===== config.mk =====
export PLATFORM = sky130hd
export DESIGN_NAME = acc_sched
export DESIGN_NICKNAME = d
export VERILOG_FILES = /design/src/rtl/acc_sched_pkg.sv /design/src/rtl/acc_sched_rr_arb.sv /design/src/rtl/acc_sched.sv
export SDC_FILE = /design/constraint.sdc
export NUM_CORES = 1
export LEC_CHECK = 0
export BUFFER_PORTS_ARGS = -buffer_cell sky130_fd_sc_hd__buf_2
export CORE_ASPECT_RATIO = 0.75
export CORE_MARGIN = 5
export CORE_UTILIZATION = 55
export DETAILED_ROUTE_END_ITERATION = 10
export HOLD_SLACK_MARGIN = 0.03
export PLACE_DENSITY_LB_ADDON = 0.1
export SLEW_MARGIN = 20
export SYNTH_ARGS = -nofsm -noshare
export SYNTH_HDL_FRONTEND = slang
export SYNTH_SLANG_ARGS = --single-unit

===== constraint.sdc =====
create_clock -name clk -period 9.1 [get_ports clk]
set_input_delay 1.365 -clock clk [delete_from_list [all_inputs] [get_ports clk]]
set_output_delay 1.365 -clock clk [all_outputs]
set_load 0.01 [all_outputs]

===== src/rtl/acc_sched_pkg.sv =====
// acc_sched_pkg: FSM state encoding and default sizing shared by the accumulator scheduler
package acc_sched_pkg;
  typedef enum logic [1:0] {IDLE, ACCUM, DONE} state_t;
  localparam int DW_DEF      = 16;
  localparam int VEC_LEN_DEF = 136;
endpackage


===== src/rtl/acc_sched_rr_arb.sv =====
// rr_arb: combinational round-robin pick; req/last_winner in, one-hot win out (search starts at last_winner+1)
module rr_arb #(
  parameter int N = 4
) (
  input  logic [N-1:0]         req,
  input  logic [$clog2(N)-1:0] last_winner,
  output logic [N-1:0]         win
);
  localparam int IW = $clog2(N);
  logic [IW-1:0] idx;
  // walk from farthest to nearest so the nearest active requester after last_winner wins
  always_comb begin
    win = '0;
    idx = '0;
    for (int k = N; k >= 1; k--) begin
      idx = IW'((int'(last_winner) + k) % N);
      if (req[idx]) win = N'(1) << idx;
    end
  end
endmodule


===== src/rtl/acc_sched.sv =====
// acc_sched: round-robin shared accumulator; req/gnt arbitration, data_in/in_valid/in_ready beats, sum_out/sum_id/sum_ovf/out_valid/out_ready result, busy
module acc_sched
  import acc_sched_pkg::*;
#(
  parameter int N_REQ   = 4,
  parameter int VEC_LEN = VEC_LEN_DEF,
  parameter int DW      = DW_DEF
) (
  input  logic                     clk,
  input  logic                     rst_n,
  input  logic [N_REQ-1:0]         req,
  output logic [N_REQ-1:0]         gnt,
  input  logic [N_REQ*DW-1:0]      data_in,
  input  logic [N_REQ-1:0]         in_valid,
  output logic [N_REQ-1:0]         in_ready,
  output logic [DW-1:0]            sum_out,
  output logic [$clog2(N_REQ)-1:0] sum_id,
  output logic                     sum_ovf,
  output logic                     out_valid,
  input  logic                     out_ready,
  output logic                     busy
);
  localparam int IW = $clog2(N_REQ);
  localparam int CW = $clog2(VEC_LEN);
  state_t state, state_nxt;
  logic [N_REQ-1:0] win;
  logic [IW-1:0] wid, win_id, last_winner;
  logic [DW-1:0] acc, lane, sum_nxt;
  logic [CW-1:0] cnt;
  logic ovf, fire, add_ovf, last_beat;
  rr_arb #(.N(N_REQ)) u_arb (.req(req), .last_winner(last_winner), .win(win));
  always_comb begin
    win_id = '0;
    lane   = '0;
    for (int i = 0; i < N_REQ; i++) begin
      if (win[i]) win_id = IW'(i);
      if (wid == IW'(i)) lane = data_in[i*DW +: DW];
    end
  end
  assign in_ready  = (state == ACCUM) ? gnt : '0;
  assign fire      = |(in_valid & in_ready);
  assign sum_nxt   = acc + lane;
  // two's-complement overflow: same-sign operands, result sign differs
  assign add_ovf   = (acc[DW-1] == lane[DW-1]) && (sum_nxt[DW-1] != acc[DW-1]);
  assign last_beat = fire && (cnt == CW'(VEC_LEN - 1));
  assign busy      = state != IDLE;
  assign out_valid = state == DONE;
  always_comb begin
    state_nxt = state;
    case (state)
      IDLE:    if (|req) state_nxt = ACCUM;
      ACCUM:   if (last_beat) state_nxt = DONE;
      DONE:    if (out_ready) state_nxt = IDLE;
      default: state_nxt = IDLE;
    endcase
  end
  always_ff @(posedge clk or negedge rst_n)
    if (!rst_n) state <= IDLE;
    else state <= state_nxt;
  always_ff @(posedge clk or negedge rst_n) begin
    if (!rst_n) begin
      gnt         <= '0;
      wid         <= '0;
      acc         <= '0;
      cnt         <= '0;
      ovf         <= 1'b0;
      sum_out     <= '0;
      sum_id      <= '0;
      sum_ovf     <= 1'b0;
      last_winner <= IW'(N_REQ - 1);
    end else begin
      if (state == IDLE && |req) begin
        gnt <= win;
        wid <= win_id;
        acc <= '0;
        cnt <= '0;
        ovf <= 1'b0;
      end
      if (fire) begin
        acc <= sum_nxt;
        cnt <= cnt + 1'b1;
        ovf <= ovf | add_ovf;
      end
      if (last_beat) begin
        gnt     <= '0;
        sum_out <= sum_nxt;
        sum_id  <= wid;
        sum_ovf <= ovf | add_ovf;
      end
      if (state == DONE && out_ready) last_winner <= wid;
    end
  end
endmodule


# Yosys cells after proc, flatten, opt, wreduce, memory -nomap -nowiden
# Index checks and enable logic that the tools add are counted.
[word_totals] register_bits=54 latch_bits=0 mem_bits_rw=0 rom_bits=0 output_inout_bits=29 word_cells=81 memories=0
[op_classes] add_sub_neg=6 mul=0 div=0 magnitude_cmp=4 n_eq_ne=11 n_shift=4 mux=32 bitwise=2 n_reduce_logical=12
[op_table] op="16-bit two-way mux" n=6
[op_table] op="4-bit two-way mux" n=7
[op_table] op="16-bit adder" n=1
[op_table] op="8-bit two-way mux" n=2
[op_table] op="1-bit by 2-bit left shift with 4-bit output (first input constant)" n=4
[op_table] op="2-bit by 3-bit less-than comparator with 1-bit output (second input constant)" n=4
[op_table] op="2-bit two-way mux" n=5
[op_table] op="8-bit by 1-bit adder with 8-bit output (second input constant)" n=1
[op_table] op="1-bit binary-select mux with 2-bit select" n=4
[op_table] op="8-bit == test (second input constant)" n=1
[op_table] op="4-bit OR reduction" n=2
[op_table] op="1-bit two-way mux" n=7
[op_table] op="2-bit == test (second input constant)" n=3
[op_table] op="2-bit case mux with 3 select lines" n=1
[op_table] op="2-bit nonzero test" n=3
[op_table] op="2-bit by 1-bit adder with 2-bit output (second input constant)" n=2
[op_table] op="2-bit adder (second input constant)" n=2
[op_table] op="4-bit bitwise AND" n=1
[op_table] op="2-bit by 1-bit == test with 1-bit output (second input constant)" n=2
[op_table] op="1-bit logical AND" n=4
[op_table] op="2-bit logical NOT" n=2
[op_table] op="2-bit != test (second input constant)" n=2
[op_table] op="3-bit AND reduction" n=1
[op_table] op="2-bit by 1-bit != test with 1-bit output (second input constant)" n=1
[op_table] op="3 further kinds" n=3

# Logic depth before layout (Yosys ltp)
# Gate-level depths: netlist of run 1.
[logic_depth] depth_word=10 ltp_mapped=11

# By module
# From an unflattened synthesis of run 1, not the netlist that was laid out.
[hier_totals] hier_cells=382 hier_area_um2=3748.6
[modules_own_cells] module="acc_sched" instances=1 cells_per_inst=338 area_each_um2=3364.5 seq_area_each_um2=1353.8
[modules_own_cells] module="rr_arb" instances=1 cells_per_inst=44 area_each_um2=384.1 seq_area_each_um2=0.0

# Least setup slack after synthesis of run 1
# No wires, ideal clock.
[synth_path] path_kind="input to register" startpoint="input port data_in[50]" endpoint="register acc[14]" t_arrival_ns=3.557 slack_ns=5.474 cell_stages=8 cell_sequence="mux4_2 > ha_1 > nor2b_1 > o21ai_0 > a31oi_1 > a31oi_1 > or4b_2 > nand3_1"
[synth_between] elab_chain_len=3
[synth_rtl] element="from (decl)" line_no="acc_sched.sv:13" rtl="input logic [N_REQ*DW-1:0] data_in,"
[synth_rtl] element="16-bit two-way mux" line_no="acc_sched.sv:37" rtl="if (wid == IW'(i)) lane = data_in[i*DW +: DW];"
[synth_rtl] element="16-bit adder" line_no="acc_sched.sv:42" rtl="assign sum_nxt = acc + lane;"
[synth_rtl] element="16-bit two-way mux" line_no="acc_sched.sv:79" rtl="if (fire) begin"
[synth_rtl] element="to (signal assigned)" line_no="acc_sched.sv:80" rtl="acc <= sum_nxt;"
[synth_rtl] element="to (decl)" line_no="acc_sched.sv:28" rtl="logic [DW-1:0] acc, lane, sum_nxt;"
# No other way between the ends.
# A chain may end at the register's enable or synchronous reset.

# Worst setup path in the final report of run 1
[layout_path] startpoint="register wid[0]" endpoint="register acc[14]"
[layout_between] elab_chain_len=7 word_cells_on_any_way=10 classes_between="add/sub: 1; eq/ne: 3; mux: 5; reduce/logical: 1"
[layout_rtl] element="from (decl)" line_no="acc_sched.sv:27" rtl="logic [IW-1:0] wid, win_id, last_winner;"
[layout_rtl] element="from (signal assigned)" line_no="acc_sched.sv:74" rtl="wid <= win_id;"
[layout_rtl] element="2-bit logical NOT" line_no="acc_sched.sv:37"
[layout_rtl] element="16-bit two-way mux (3 in a row)" line_no="acc_sched.sv:37"
[layout_rtl] element="16-bit two-way mux *" line_no="acc_sched.sv:37"
[layout_rtl] element="16-bit adder *" line_no="acc_sched.sv:42"
[layout_rtl] element="16-bit two-way mux *" line_no="acc_sched.sv:79"
# Mark *: on every way between the ends. The rest lies on a longest branch, timed or not.

==> impl_metrics.py, run 1 <==
metrics = {
    "global_route": {
        "grt_overflow": 0,
        "grt_antenna_before_repair": 0,
        "use_met2_pct": 37.5,
        "grt.busiest_layer": "met2",
        "grt_max_degree": 55,
        "use_met3_pct": 3.61,
        "grt_pass1_vias": 3266,
        "grt_usage_pct": 22.2,
        "use_met1_pct": 30.2,
        "grt_pass1_wl_mm": 15.4,
    },
    "cells_and_area": {
        "diodes": 0,
        "final_cell_mix": "buf_2 (103), dfrtp_1 (52), nand2_1 (41), o21ai_0 (35)",
        "nets": 576,
        "area_growth_pct": 17.7,
        "drive_above_1_share_pct": 31.4,
        "final_common_cell": "buf_2",
        "final_area_sq_um": 4430,
    },
    "yosys": {
        "ys_ff_latch": 54,
        "syn_area_per_cell_sq_um": 9.84,
        "syn_area_sq_um": 3760,
        "synth_edf_count": 0,
        "synth_cells": 382,
        "yosysWarnings": 0,
        "syn_nets": 481,
        "synth.yosys.seq_area_share_pct": 36.0,
        "ys_async_sr_fraction_pct": 100,
        "synth_flop_cell": "dfrtp_1",
        "synth_cell_types": 52,
    },
    "timing": {
        "min_period_ps": 3790,
        "post-route-period-util_pct": 41.7,
        "maxSlewViolCount": 0,
        "max-slew-margin-rel_pct": 32.3,
        "fin_setup_tns_ps": 0,
        "fin_skew_ps": 11.4,
        "finalWorstSetupSlack_ps": 5310,
        "worst_pin_slew_ps": 1020,
        "fmax_mhz": 264,
        "setup_viol": 0,
        "rsz0062_at_grt": "no",
        "whs_ps": 494,
        "final_hold_viol_count": 0,
    },
    "worst_setup_path": {
        "r2r_start": "wid[0]",
        "cp.required_ps": 9370,
        "critPathMaxFanout": 11,
        "startpoint": "wid[0]",
        "worst_path_max_delay_cell": "dfrtp_1",
        "crit_chain": "buf_4, mux4_2, ha_1, nor2b_1, o21ai_0, a31oi_1, a31oi_1, or4b_2, nand3_1",
        "critical_path.most_common_cell": "a31oi_1",
        "cp-start-kind": "register",
        "critPathArrivalTime_ps": 4060,
        "cp-end-kind": "register",
        "slowest_delay_ps": 780,
        "worstSetupPathType": "reg -> reg",
    },
    "detailed_routing": {
        "vias_per_cell": 5.75,
        "drt_iter0_drc": 163,
        "dr_total_vias": 3234,
        "wl_mm": 9.24,
        "ant_nets": 0,
        "routedWlPerCell_um": 16.4,
        "firstDrtPassIters": 4,
        "drc": 0,
    },
    "clock_network": {
        "cts_tree": "done",
        "hold_buffers": 0,
        "clk_latency_ps": 320,
        "numClockSinks": 54,
        "clockBufferDepth": 2,
        "cts_resized": 0,
        "cts_buffers": 5,
        "h-tree-depth": 2,
        "post_cts_buffers": 0,
        "root_buffer": "clkbuf_8",
        "clk_pin_slew_worst_paths_ps": 110,
    },
    "pwr": {
        "combinationalPowerShare_pct": 58.2,
        "p_per_area_nw_per_um2": 272,
        "irDropWorstVdd_v": 0.000133,
        "power_switching_uw": 542,
        "p_int_uw": 661,
        "cellLeakagePower_uw": 0.00217,
        "p_seq_share_pct": 29.8,
        "p_clk_share_pct": 12.0,
        "switching_share_pct": 45.1,
        "p_total_uw": 1200,
    },
    "floorplan": {
        "initial_utilization_pct": 55.8,
        "die_y_um": 81.6,
        "placementRows": 26,
        "dieArea_sq_um": 8610,
        "ioPinCount": 104,
        "die_x_um": 105,
        "core_sq_um": 6730,
    },
    "placement": {
        "hpwl_mm": 6.92,
        "dpl-instance-area_sq_um": 4330,
        "pre_cts_ws_ps": 5040,
        "place.gp.congestion": 0.836,
        "port_buffers": 103,
    },
    "min_path": {
        "hold_path.class": "reg -> reg",
        "hp-start": "sum_out[15]",
    },
    "outcome": {
        "status": "finished clean",
    },
    "flow_run": {
        "maxCapViolCount": 0,
    },
}
## per-layer routing
| layer | part of all wire [%] | up-vias |
|---|---|---|
| li1 | - | 1598 |
| met1 | 46 | 1553 |
| met2 | 48 | 75 |
| met3 | 4.8 | 8 |
| met4 | 0.87 | 0 |
| met5 | 0 | - |
## critical path, delay by kind of cell, from the launching register on
| kind | cells | cell delay [ps] |
|---|---|---|
| and+or+nand+nor | 3 | 930 |
| AOI/OAI and AO/OA | 3 | 790 |
| DFF | 1 | 780 |
| muxes | 1 | 530 |
| adders and majority gates | 1 | 360 |
| buffers and inverters | 1 | 340 |
## synthesized netlist by cell type, types with 4 or more instances
cell	number	area (sq um)
nand3_1	21	105
nor2b_1	4	25.0
nand2b_1	4	25.0
a21o_1	6	45.0
nor2_1	23	86.3
and3_1	6	37.5
clkbuf_1	13	48.8
a31oi_1	4	25.0
dfrtp_1	52	1300
mux2_2	9	101
nand2_1	41	154
buf_2	4	20.0
ha_1	23	288
xnor2_1	5	43.8
o21ai_0	35	175
o21a_1	5	37.5
xor2_1	6	52.6
nor3b_1	6	45.0
mux4_2	20	450
o31ai_1	8	60.1
a21oi_1	19	95.1
and2_1	8	50.1
inv_1	14	52.6
## cells by family (layout without fill, tap and decap cells)
family,Yosys count,in the layout,share of synthesized area [%]
compound gates,98,98,16.4
flops,54,54,36.0
fa+ha+maj,24,24,8.19
buf+inv,33,129,3.63
mux,32,32,15.5
simple gates,129,129,17.2
xor+xnor,12,12,3.16
## area by class of cell
class                      instances  area [sq um]
sequential                        54          1350
clock inverter                     3          26.3
clock buffer                       5          68.8
tap                               84           105
inverter                          14          52.6
timing repair buffer             107           546
fill                             596          2310
multi-input combinational        295          2270
## power by group through the flow
stage	logic [uW]	registers, uW	clock network, uW
3_3_place_gp	675	358	0
4_1_cts	699	358	148
6_report	700	358	145
2_1_floorplan	551	333	0
5_1_grt	793	368	157
3_5_place_dp	695	362	0
## stage by stage
step                      instances  util (%)
after floorplan                 382         -
after global placement          554      64.3
after detailed placement        554      64.3
after CTS                       562      65.7
after global routing            562      65.7
final                           562      65.7
## path summary, 6_finish.rpt
kind | endpoint | slack [ps] | cells after the start
setup / recovery | acc[14] | 5310 | 9
hold / removal | sum_out[15] | 490 | 2
setup reg to reg | acc[14] | 5310 | 9
hold reg to reg | sum_out[15] | 490 | 2
max in group asynchronous | acc[8] | 7490 | 2
min in group asynchronous | ovf | 1140 | 2
## sequential cells by signal (all words and copies together), names as in the netlist
register	flops
acc	16
sum_out	16
cnt	8
gnt	4
last_winner	2
state	2
sum_id	2
wid	2
ovf	1
sum_ovf	1
Power figures use the tool's default switching activity.
==> run 2: changes to the inputs <==
ABC_AREA = 1   (was not set)
CORE_UTILIZATION = 53   (was 55)
clock period = 3.97 ns   (was 9.1 ns; I/O delays follow)
==> run 2 against run 1 <==
  * Clock skew fell by 0.66 ps
  * Largest power group unchanged
  * Routed wire length rose by 27%
  * Total power rose to 2.6 times the previous value
  * Die area rose by 5.3%
  * Maximum frequency rose by 21%
  * Global-route usage rose by 3.8 points
  * Largest cell class unchanged
==> impl_metrics.py, run 2 <==
metrics = {
    "yosys": {
        "syn_area_sq_um": 3840,
        "syn_area_per_cell_sq_um": 7.17,
        "syn_nets": 634,
        "synthTopCellsByCount": "nand2_1 (167), dfrtp_1 (52), inv_1 (51)",
        "yosys.area.top_type": "dfrtp_1",
        "synth_edf_count": 0,
        "synth.most_common_cell": "nand2_1",
        "synth.yosys.seq_area_share_pct": 35.3,
        "synth_flop_cell": "dfrtp_1",
        "ys_async_sr_fraction_pct": 100,
        "synth_cells": 535,
        "ys_ff_latch": 54,
        "yosys-top-cells-area": "dfrtp_1 (34%), nand2_1 (16%), ha_1 (7.5%)",
        "synth_cell_types": 39,
        "yosysWarnings": 0,
        "synth_top_cell_area_share_pct": 33.9,
    },
    "floorplan": {
        "initial_utilization_pct": 55.4,
        "die_x_um": 108,
        "core_sq_um": 6930,
        "placementRows": 26,
        "dieArea_sq_um": 9060,
        "die_y_um": 83.7,
        "ioPinCount": 104,
    },
    "timing": {
        "rsz0062_at_grt": "no",
        "whs_ps": 269,
        "fin_setup_tns_ps": 0,
        "max-slew-margin-rel_pct": 60.2,
        "final_hold_viol_count": 0,
        "fin_skew_ps": 10.8,
        "fmax_mhz": 320,
        "min_period_ps": 3130,
        "setup_viol": 0,
        "worst_pin_slew_ps": 596,
        "post-route-period-util_pct": 78.8,
        "maxSlewViolCount": 0,
    },
    "clock_network": {
        "clk_latency_ps": 320,
        "post_cts_buffers": 0,
        "root_buffer": "clkbuf_8",
        "h-tree-depth": 2,
        "cts_tree": "done",
        "hold_buffers": 0,
        "cts_resized": 0,
        "numClockSinks": 54,
        "clk_pin_slew_worst_paths_ps": 110,
        "clockBufferDepth": 2,
        "cts_buffers": 5,
    },
    "worst_setup_path": {
        "critical_path.most_common_cell": "nand2_1",
        "crit_chain": "nand2_1, inv_1, nand2_1, nand2_1, ha_1, inv_1, fa_1, o21ai_2, a21oi_1, inv_1, nand2_1, nand2_1, nand2_1, nand3_1, nand2_1",
        "critPathMaxFanout": 16,
        "critPathArrivalTime_ps": 3340,
        "cp-end-kind": "register",
        "worst_path_max_delay_cell": "dfrtp_1",
        "cp-start-kind": "register",
        "r2r_start": "wid[1]",
        "cp.required_ps": 4180,
        "startpoint": "wid[1]",
        "worstSetupPathType": "reg -> reg",
        "worst_r2r_path_depth": 15,
        "slowest_delay_ps": 680,
        "critPathBufInv": 3,
        "cp.depth": 15,
        "critPathTopFamily": "simple AND/OR/NAND/NOR gates",
    },
    "outcome": {
        "status": "finished clean",
    },
    "pwr": {
        "p_int_uw": 1590,
        "p_per_area_nw_per_um2": 695,
        "power_switching_uw": 1580,
        "p_clk_share_pct": 12.6,
        "p_seq_share_pct": 24.8,
        "cellLeakagePower_uw": 0.00248,
        "switching_share_pct": 49.9,
        "combinationalPowerShare_pct": 62.6,
        "irDropWorstVdd_v": 0.000377,
    },
    "global_route": {
        "grt_overflow": 0,
        "grt_antenna_before_repair": 0,
        "grt_pass1_vias": 3643,
        "grt_max_degree": 31,
        "grt_usage_pct": 26.0,
        "grt_pass1_wl_mm": 18.8,
    },
    "placement": {
        "hpwl_mm": 9.52,
        "port_buffers": 103,
        "place.gp.congestion": 0.930,
    },
    "cells_and_area": {
        "drive_above_1_share_pct": 23.0,
        "area_growth_pct": 18.7,
        "nets": 737,
        "num-fill-cells": 616,
        "top_regs": "acc x16, sum_out x16, cnt x8",
        "final_common_cell": "nand2_1",
        "final_cell_mix": "nand2_1 (167), buf_2 (103), dfrtp_1 (52), inv_1 (51), o21ai_0 (48)",
        "diodes": 0,
    },
    "detailed_routing": {
        "wl_mm": 11.8,
        "drc": 0,
        "dr_total_vias": 3983,
        "vias_per_cell": 5.40,
        "firstDrtPassIters": 5,
        "routedWlPerCell_um": 16.0,
        "drt-met1-wl_mm": 5.64,
        "route.met3.wl_mm": 1.07,
        "highest_layer": "met4",
        "route.met2.wl_mm": 4.81,
        "drt_iter0_drc": 311,
        "ant_nets": 0,
    },
    "flow_run": {
        "maxCapViolCount": 0,
    },
    "min_path": {
        "hold_path.class": "in -> async",
    },
}
==> run 2: final cells by class <==
type | instances | area (sq um) | share of cell area, %
multi-input combinational | 412 | 2190 | 48.1
inverter | 59 | 228 | 5.00
clock buffer | 6 | 82.6 | 1.81
clock inverter | 2 | 38.8 | 0.852
tap | 98 | 123 | 2.69
sequential | 54 | 1350 | 29.7
timing repair buffer | 106 | 538 | 11.8
==> run 2: cells by family (layout without fill, tap and decap cells) <==
family	after synthesis	after routing	share of synthesized area, %
buf+inv	69	173	7.63
simple gates	267	267	30.4
compound gates	113	113	16.9
flops	54	54	35.3
xor+xnor	8	8	1.83
fa+ha+maj	24	24	8.02
==> run 2: through the flow <==
step                      std cells  utilization, %  total power [uW]  worst slack (ps)  area [sq um]
after global routing            737            65.7              3470               589          4550
final                           737            65.7              3170               841          4550
after detailed placement        729            64.0              2740               893          4430
after CTS                       737            65.7              3140               896          4550
after global placement          729            64.0              2700               949          4430
after floorplan                 535               -              2260              1530          3840
==> run 2: final timing paths <==
kind,end,slack [ps]
setup reg to reg,sum_out[14],840
setup / recovery,sum_out[14],840
hold / removal,sum_ovf,270
hold reg to reg,sum_out[9],480
max in group asynchronous,last_winner[0],2850
min in group clk,state[1],470
==> run 2: layer usage <==
layer	vias up	track usage (%)
li1	1987	-
met1	1798	39.1
met2	179	37.7
met3	19	5.18
met4	0	7.34
met5	-	0
==> run 2: power by group through the flow <==
stage	Clock, uW	Sequential [uW]	Combinational (uW)
after detailed placement	0	792	1950
after CTS	409	782	1950
after global placement	0	787	1910
after global routing	430	803	2240
after floorplan	0	768	1490
final	400	785	1980
==> run 3: changes to the inputs <==
ABC_AREA = 0   (was 1)
clock period = 3.2 ns   (was 3.97 ns; I/O delays follow)
==> run 3 against run 2 <==
  * Critical path depth shrank 5
  * Maximum frequency grew 4.0%
  * Non-clock buffer count grew 8
  * Largest power group unchanged
  * Sequential power grew 24%
  * Combinational power grew 7%
  * Utilization grew 0.22 points
  * Cell count shrank 21%
  * Total power grew 13%
  * Flip-flop and latch count is the same
==> impl_metrics.py, run 3 (synthesis results as in run 1) <==
metrics = {
    "worst_setup_path": {
        "rrSetupSlack_ps": 190,
        "crit_chain": "buf_4, buf_4, mux4_2, ha_1, a21oi_1, o21ai_0, a21oi_1, nand2_1, xnor2_1, o311ai_0",
        "slowest_delay_ps": 570,
        "r2r_start": "wid[1]",
        "cp.required_ps": 3390,
        "worst_r2r_path_depth": 10,
        "worstSetupPathType": "reg -> reg",
        "cp-end-kind": "register",
        "critPathMaxFanout": 9,
        "cp-start-kind": "register",
        "worst_path_max_delay_cell": "dfrtp_1",
        "critPathArrivalTime_ps": 3200,
        "r2r_end": "acc[15]",
    },
    "cells_and_area": {
        "num-fill-cells": 567,
        "final_cell_mix": "buf_2 (103), dfrtp_1 (52), nand2_1 (41), o21ai_0 (35)",
        "ff_latch_area_sq_um": 1350,
        "diodes": 0,
        "nets": 583,
        "drive_above_1_share_pct": 32.4,
        "top_regs": "acc x16, sum_out x16, cnt x8",
        "final_common_cell": "buf_2",
        "area_growth_pct": 20.4,
        "multi_input_comb_area_sq_um": 2270,
    },
    "clock_network": {
        "post_cts_buffers": 0,
        "h-tree-depth": 2,
        "clockBufferDepth": 2,
        "numClockSinks": 54,
        "clk_pin_slew_worst_paths_ps": 110,
        "root_buffer": "clkbuf_8",
        "cts_buffers": 5,
        "cts_tree": "done",
        "clk_latency_ps": 310,
    },
    "timing": {
        "finalWorstSetupSlack_ps": 191,
        "maxSlewViolCount": 0,
        "post-route-period-util_pct": 94.0,
        "whs_ps": 162,
        "max-slew-margin-rel_pct": 58.7,
        "worst_pin_slew_ps": 619,
        "min_period_ps": 3010,
        "fin_skew_ps": 11.6,
        "final_hold_viol_count": 0,
        "setup_viol": 0,
        "fin_setup_tns_ps": 0,
        "rsz0062_at_grt": "no",
        "fmax_mhz": 332,
    },
    "floorplan": {
        "die_y_um": 82.9,
        "die_x_um": 107,
        "core_sq_um": 6860,
        "ioPinCount": 104,
        "initial_utilization_pct": 54.8,
        "dieArea_sq_um": 8900,
        "placementRows": 26,
    },
    "detailed_routing": {
        "routedWlPerCell_um": 16.4,
        "drc": 0,
        "wl_mm": 9.56,
        "vias_per_cell": 5.73,
        "ant_nets": 0,
        "drt_iter0_drc": 106,
        "firstDrtPassIters": 4,
        "dr_total_vias": 3340,
    },
    "min_path": {
        "hold_path.class": "in -> async",
    },
    "placement": {
        "hpwl_mm": 7.43,
        "port_buffers": 103,
        "pre_cts_ws_ps": 193,
        "place.gp.congestion": 0.908,
    },
    "global_route": {
        "grt_overflow": 0,
        "grt_max_degree": 41,
        "grt_usage_pct": 21.6,
        "grt_pass1_wl_mm": 15.7,
        "grt_antenna_before_repair": 0,
        "grt_pass1_vias": 3302,
    },
    "flow_run": {
        "maxCapViolCount": 0,
    },
    "outcome": {
        "status": "finished clean",
    },
    "pwr": {
        "irDropWorstVdd_v": 0.000342,
        "p_total_uw": 3560,
        "cellLeakagePower_uw": 0.00221,
        "p_per_area_nw_per_um2": 787,
    },
}
==> run 3: cell count changes in the layout (fill, tap and decap cells not counted), sizes merged, moves of 7 or more <==
cell	before	now
buf	106	114
and2	1	8
mux2	0	9
a21oi	28	19
o31ai	1	8
inv	59	14
o21ai	62	36
nor2	32	23
nand3	46	21
mux4	0	20
nand2	173	41
o22ai	12	0
==> run 3: what timing repair did <==
item,in CTS,in global routing
hold buffers,0,0
endpoints found under the setup margin,0,1
hold endpoints to repair,0,0
resized for setup,0,0
==> run 3: critical path: cells and delay by family (launching register included) <==
kind | cells | cell delay, ps
AOI/OAI and AO/OA | 4 | 740
DFF | 1 | 570
buffers and inverters | 2 | 430
adders and majority gates | 1 | 400
muxes | 1 | 350
and+or+nand+nor | 1 | 190
xor gates and xnor gates | 1 | 190
==> run 3: power by group <==
part	switching, uW	total, uW	leakage, uW	internal [uW]
combinational	1210	2120	0.00146	911
clock	233	466	0.0000504	233
sequential	126	973	0.000696	846
total	1570	3560	0.00221	1990
==> run 3: routing by layer <==
metal,GRT usage (%),vias up,wire [um]
li1,-,1614,-
met1,31.2,1610,4330
met2,34.0,104,4440
met3,4.03,12,683
met4,4.65,0,117
met5,0,-,0
==> run 3: through the flow <==
| step | instance area, sq um | util, % | std cells |
|---|---|---|---|
| 6_report | 4530 | 65.9 | 583 |
| 3_3_place_gp | 4410 | 64.3 | 575 |
| 5_1_grt | 4530 | 65.9 | 583 |
| 4_1_cts | 4530 | 65.9 | 583 |
| 2_1_floorplan | 3760 | - | 382 |
| 3_5_place_dp | 4410 | 64.3 | 575 |
==> run 3: how the worst max path moves through the flow <==
stage	start	end	slack, ps	cells after the start
floorplan	wid[0]	acc[14]	120	10
global placement	wid[0]	acc[14]	270	11
detailed placement	wid[0]	acc[14]	190	11
CTS	wid[0]	acc[14]	190	11
global route	wid[0]	acc[14]	20	11
finish	wid[1]	acc[15]	190	10
==> run 3: final cells by class <==
type | instances | area share, %
clock buffer | 5 | 1.52
sequential | 54 | 29.9
clock inverter | 3 | 0.995
inverter | 14 | 1.16
tap | 98 | 2.71
timing repair buffer | 114 | 13.5
multi-input combinational | 295 | 50.2
